===== src/rtl/branch_predict_unit.sv =====
// Bimodal branch predictor: a table of 2-bit saturating counters read by fetch,
// trained by execute-stage branch resolutions, plus branch/mispredict counters.
module branch_predict_unit #(
  parameter int         WORD_LENGTH = 32,
  parameter int         BHT_ENTRIES = 64,
  parameter logic [1:0] INIT_STATE  = 2'b01
) (
  input  logic                   clk,
  input  logic                   rst_n,
  input  logic [WORD_LENGTH-1:0] f_pc,
  output logic                   f_pred_taken,
  input  logic                   e_valid,
  input  logic [6:0]             e_opcode,
  input  logic [2:0]             e_func3,
  input  logic [WORD_LENGTH-1:0] e_dataA,
  input  logic [WORD_LENGTH-1:0] e_dataB,
  input  logic [WORD_LENGTH-1:0] e_pc,
  input  logic                   e_pred_taken,
  input  logic                   clr_stats,
  output logic                   r_valid,
  output logic                   r_taken,
  output logic                   r_mispredict,
  output logic [31:0]            perf_branches,
  output logic [31:0]            perf_mispredicts
);

  localparam int IDX_W = $clog2(BHT_ENTRIES);
  localparam logic [6:0] OPC_BRANCH = 7'b1100011;

  // Valid-only protocol, no backpressure: e_valid qualifies the execute-stage
  // fields for exactly the cycle it is high, and r_valid qualifies
  // r_taken/r_mispredict for exactly one cycle, one edge after the branch.

  logic [1:0]       r_bht [BHT_ENTRIES];
  logic [IDX_W-1:0] w_f_idx;
  logic [IDX_W-1:0] w_e_idx;
  logic             w_is_cond;
  logic             w_is_branch;
  logic             w_taken;
  logic             w_mispredict;
  logic [1:0]       w_cnt;
  logic [1:0]       w_cnt_next;
  logic             w_unused;

  assign w_f_idx = f_pc[IDX_W+1:2];
  assign w_e_idx = e_pc[IDX_W+1:2];

  // Reads the stored counter directly, so a same-cycle update is not visible.
  assign f_pred_taken = r_bht[w_f_idx][1];

  assign w_unused = ^{f_pc[WORD_LENGTH-1:IDX_W+2], f_pc[1:0],
                      e_pc[WORD_LENGTH-1:IDX_W+2], e_pc[1:0]};

  always_comb begin
    w_is_cond = 1'b1;
    w_taken   = 1'b0;
    case (e_func3)
      3'b000:  w_taken = (e_dataA == e_dataB);
      3'b001:  w_taken = (e_dataA != e_dataB);
      3'b100:  w_taken = ($signed(e_dataA) <  $signed(e_dataB));
      3'b101:  w_taken = ($signed(e_dataA) >= $signed(e_dataB));
      3'b110:  w_taken = (e_dataA <  e_dataB);
      3'b111:  w_taken = (e_dataA >= e_dataB);
      default: w_is_cond = 1'b0;
    endcase
  end

  assign w_is_branch  = e_valid && (e_opcode == OPC_BRANCH) && w_is_cond;
  assign w_mispredict = w_taken ^ e_pred_taken;

  assign w_cnt = r_bht[w_e_idx];

  always_comb begin
    w_cnt_next = w_cnt;
    if (w_taken) begin
      if (w_cnt != 2'b11) w_cnt_next = w_cnt + 2'd1;
    end else begin
      if (w_cnt != 2'b00) w_cnt_next = w_cnt - 2'd1;
    end
  end

  always_ff @(posedge clk or negedge rst_n) begin
    if (!rst_n) begin
      for (int i = 0; i < BHT_ENTRIES; i++) r_bht[i] <= INIT_STATE;
    end else if (w_is_branch) begin
      r_bht[w_e_idx] <= w_cnt_next;
    end
  end

  always_ff @(posedge clk or negedge rst_n) begin
    if (!rst_n) begin
      r_valid      <= 1'b0;
      r_taken      <= 1'b0;
      r_mispredict <= 1'b0;
    end else begin
      r_valid      <= w_is_branch;
      r_taken      <= w_is_branch & w_taken;
      r_mispredict <= w_is_branch & w_mispredict;
    end
  end

  // A clear in the same cycle as a branch wins; that branch is not counted.
  always_ff @(posedge clk or negedge rst_n) begin
    if (!rst_n) begin
      perf_branches    <= 32'd0;
      perf_mispredicts <= 32'd0;
    end else if (clr_stats) begin
      perf_branches    <= 32'd0;
      perf_mispredicts <= 32'd0;
    end else if (w_is_branch) begin
      if (perf_branches != 32'hFFFF_FFFF)
        perf_branches <= perf_branches + 32'd1;
      if (w_mispredict && (perf_mispredicts != 32'hFFFF_FFFF))
        perf_mispredicts <= perf_mispredicts + 32'd1;
    end
  end

endmodule


===== config.mk =====
export PLATFORM = sky130hd
export DESIGN_NAME = branch_predict_unit
export DESIGN_NICKNAME = d
export VERILOG_FILES = /design/src/rtl/branch_predict_unit.sv
export SDC_FILE = /design/constraint.sdc
export NUM_CORES = 1
export LEC_CHECK = 0
export CORE_MARGIN = 3
export CORE_UTILIZATION = 47
export CTS_CLUSTER_DIAMETER = 30
export DETAILED_ROUTE_END_ITERATION = 8
export PLACE_DENSITY = 0.77
export SLEW_MARGIN = 40
export SYNTH_ARGS = -nofsm -noshare
export SYNTH_HDL_FRONTEND = slang
export SYNTH_SLANG_ARGS = --single-unit

===== constraint.sdc =====
create_clock -name clk -period 3.4 [get_ports clk]
set_input_delay 0.51 -clock clk [delete_from_list [all_inputs] [get_ports clk]]
set_output_delay 0.51 -clock clk [all_outputs]
set_load 0.005 [all_outputs]

==> qor.yml <==
status: "complete, but fails checks"
failed_checks: "negative setup slack"
fill_cells: 1597
synthTopCellsByArea: "dfrtp_1 31%, dfstp_2 16%, nand2_1 7.7%"
synthDistinctLibCells: 55
totalWireLength_um: 36000
ff2ff_setup_slack_ns: 0.08
path_delay_family: "simple AND/OR/NAND/NOR gates"
root_buffer: "clkbuf_16"
hold_violations: 0
fin_ws_ns: -0.0598
worstMarginPinSlew_ns: 0.746
final_nets: 1508
synth_cells: 1128
numClockSinks: 195
synth.avg_cell_area_um2: 9.32
die-area_mm2: 0.0242
rsz0062_at_grt: "true"
start_util: 0.480
die_y_um: 156
numCtsBuffers: 17
vias: 10300
cts_buffer_depth: 2
synth_common_cells: "215 x nand2_1, 137 x o21ai_0, 131 x dfrtp_1"
synth_enable_flop_cells: 0
holdWs_ns: 0.0836
synthArstFlopShare: 1.00
drv_cap: 0
gp_congestion: 0.863
multiInputGateArea_mm2: 0.00617
rr_endpoint: "perf_mispredicts[1]"
cp_common_cell: "or4_4"
netlist.area_leader.share: 0.312
crit_fanout: 6
fin_crit_ns: 3.46
synth_nets: 1305
cp_num_buf_inv: 3
synth.largest_area_cell: "dfrtp_1"
slew_violations: 0
fmax_mhz: 289
clk_pin_slew_ns: 0.07
start_kind: "input port"
synth_most_common_cell: "nand2_1"
dominantRegCellSynth: "dfrtp_1"
synth_seq_area_share: 0.472
htree_levels: 4
arrival_ns: 3.83
worst-r2r-cell-count: 12
cts_tree: "done"
final-setup-viol-count: 46
min_period_over_period: 1.02
antenna_found_initial: 1
ant_nets: 0
grt_pass1_vias: 9688
finalPower_mw: 5.26
seq_area_mm2: 0.00496
r2r_start: "perf_mispredicts[6]"
grt_max_degree: 82
slew_headroom: 0.503
grt_first_pass_wirelength_um: 51800
p_leak_nw: 6.00
area_growth_pct: 41.5
placementRows: 54
drive_gt1_frac: 0.315
max_stage_delay_ns: 0.57
place_hpwl_um: 20900
grtUsageTotal: 0.269
insertion_delay_ns: 0.44
path_cells: "dlygate4sd2_1, inv_2, ha_4, a21o_1, nand3_1, a21oi_1, o31a_1, or4_4, and3b_4, nor4_4, o21ai_4, buf_6, mux2_4, or4_4, a21oi_2"
power.density_mw_per_mm2: 354
hp-class: "input port to asynchronous set/reset pin"
ys_ff_latch: 195
gr-total-overflow: 0
cp.required_ns: 3.77
hold_buffers: 0
path_class: "input port to register"
top_level_ports: 211
startpoint: "e_dataB[9]"
die_w_um: 156
core_mm2: 0.0219
wl_per_cell_um: 22.1
crit_slowest_cell: "or4_4"
avgViaCountPerCell: 6.32
drc: 0
finalCoreUtilization: 0.679
first_pass_iters: 9
end_kind: "register"
syn_area_mm2: 0.0105
yosys_warnings: 0
drt-initial-drc-count: 1126
path_depth: 15
finClkSkew_ns: 0.0143
vdd_drop_max_mv: 0.330
crit_path_end: "perf_mispredicts[16]"
io_buffers: 158
==> metrics by stage <==
stage	cells	TNS (ns)	setup WS, ns	cell area [um^2]
after global routing	1626	-13.06	-0.212	14900
final	1626	-0.964	-0.0598	14900
after global placement	1562	-116.94	-0.811	12800
after floorplan	1128	-2.89	-0.250	10600
after CTS	1603	0	0.000913	14000
after detailed placement	1562	-130.05	-0.941	12800
==> cell families after synthesis <==
family / after synthesis / synth area share
flops: 195 / 0.472
xor+xnor: 34 / 0.0283
mux: 38 / 0.0626
buf+inv: 105 / 0.0384
fa+ha+maj: 36 / 0.0424
simple gates: 450 / 0.204
compound gates: 270 / 0.153
==> timing repair <==
item,in CTS,in global routing
gates cloned,7,16
setup buffers,3,5
pin swaps,31,31
resized for setup,191,272
setup endpoints to repair,161,156
==> layout make-up <==
class	instances	area share
multi-input cells	832	0.415
flip-flops and latches	195	0.334
repair buffers	238	0.172
clock buffers	19	0.0298
well taps	280	0.0236
clock inverters	13	0.0139
inverters	47	0.0122
diodes	2	0.000337
==> how the worst min path moves through the flow <==
stage / startpoint / end / slack, ns / cells after the start
floorplan: rst_n / perf_branches[0] / 0.21 / 0
global placement: r_bht[36] / r_bht[36] / 0.46 / 2
detailed placement: r_bht[36] / r_bht[36] / 0.47 / 2
CTS: rst_n / r_bht[31] / 0.12 / 1
global route: rst_n / r_bht[31] / 0.14 / 1
finish: rst_n / r_bht[31] / 0.08 / 1
==> state kept, by name (all words and copies together) (netlist names) <==
| name | cells |
|---|---|
| perf_branches | 32 |
| perf_mispredicts | 32 |
| r_bht | 128 |
| r_mispredict | 1 |
| r_taken | 1 |
| r_valid | 1 |
==> cell usage in the layout, fill, tap and decap left out, types with 13 or more instances in the layout <==
master           count
a21oi_1             23
a21oi_2             14
a22oi_1             70
and3_1              20
buf_12              16
buf_4               43
clkbuf_16           26
clkdlybuf4s50_1     90
dfrtp_1            131
dfstp_2             64
dlygate4sd2_1       45
ha_4                22
inv_1               25
inv_2               20
mux4_2              21
nand2_1            214
nand3_1             30
nand4_1             38
nor2_1              67
o21ai_0             13
o21ai_1             19
o21ai_2            101
or3_1               16
xor2_1              23
==> layer usage <==
| layer | track usage | vias up | part of all wire |
|---|---|---|---|
| li1 | - | 4482 | - |
| met1 | 0.349 | 4983 | 0.36 |
| met2 | 0.434 | 648 | 0.48 |
| met3 | 0.0730 | 165 | 0.11 |
| met4 | 0.102 | 0 | 0.048 |
| met5 | 0 | - | 0 |
==> power by group <==
part           switching [mW]  internal [mW]  total [mW]
clock network           0.912           1.33        2.24
registers             0.00110           2.32        2.33
logic                   0.377          0.322       0.699
total                    1.29           3.97        5.26
Power figures use the tool's default switching activity.
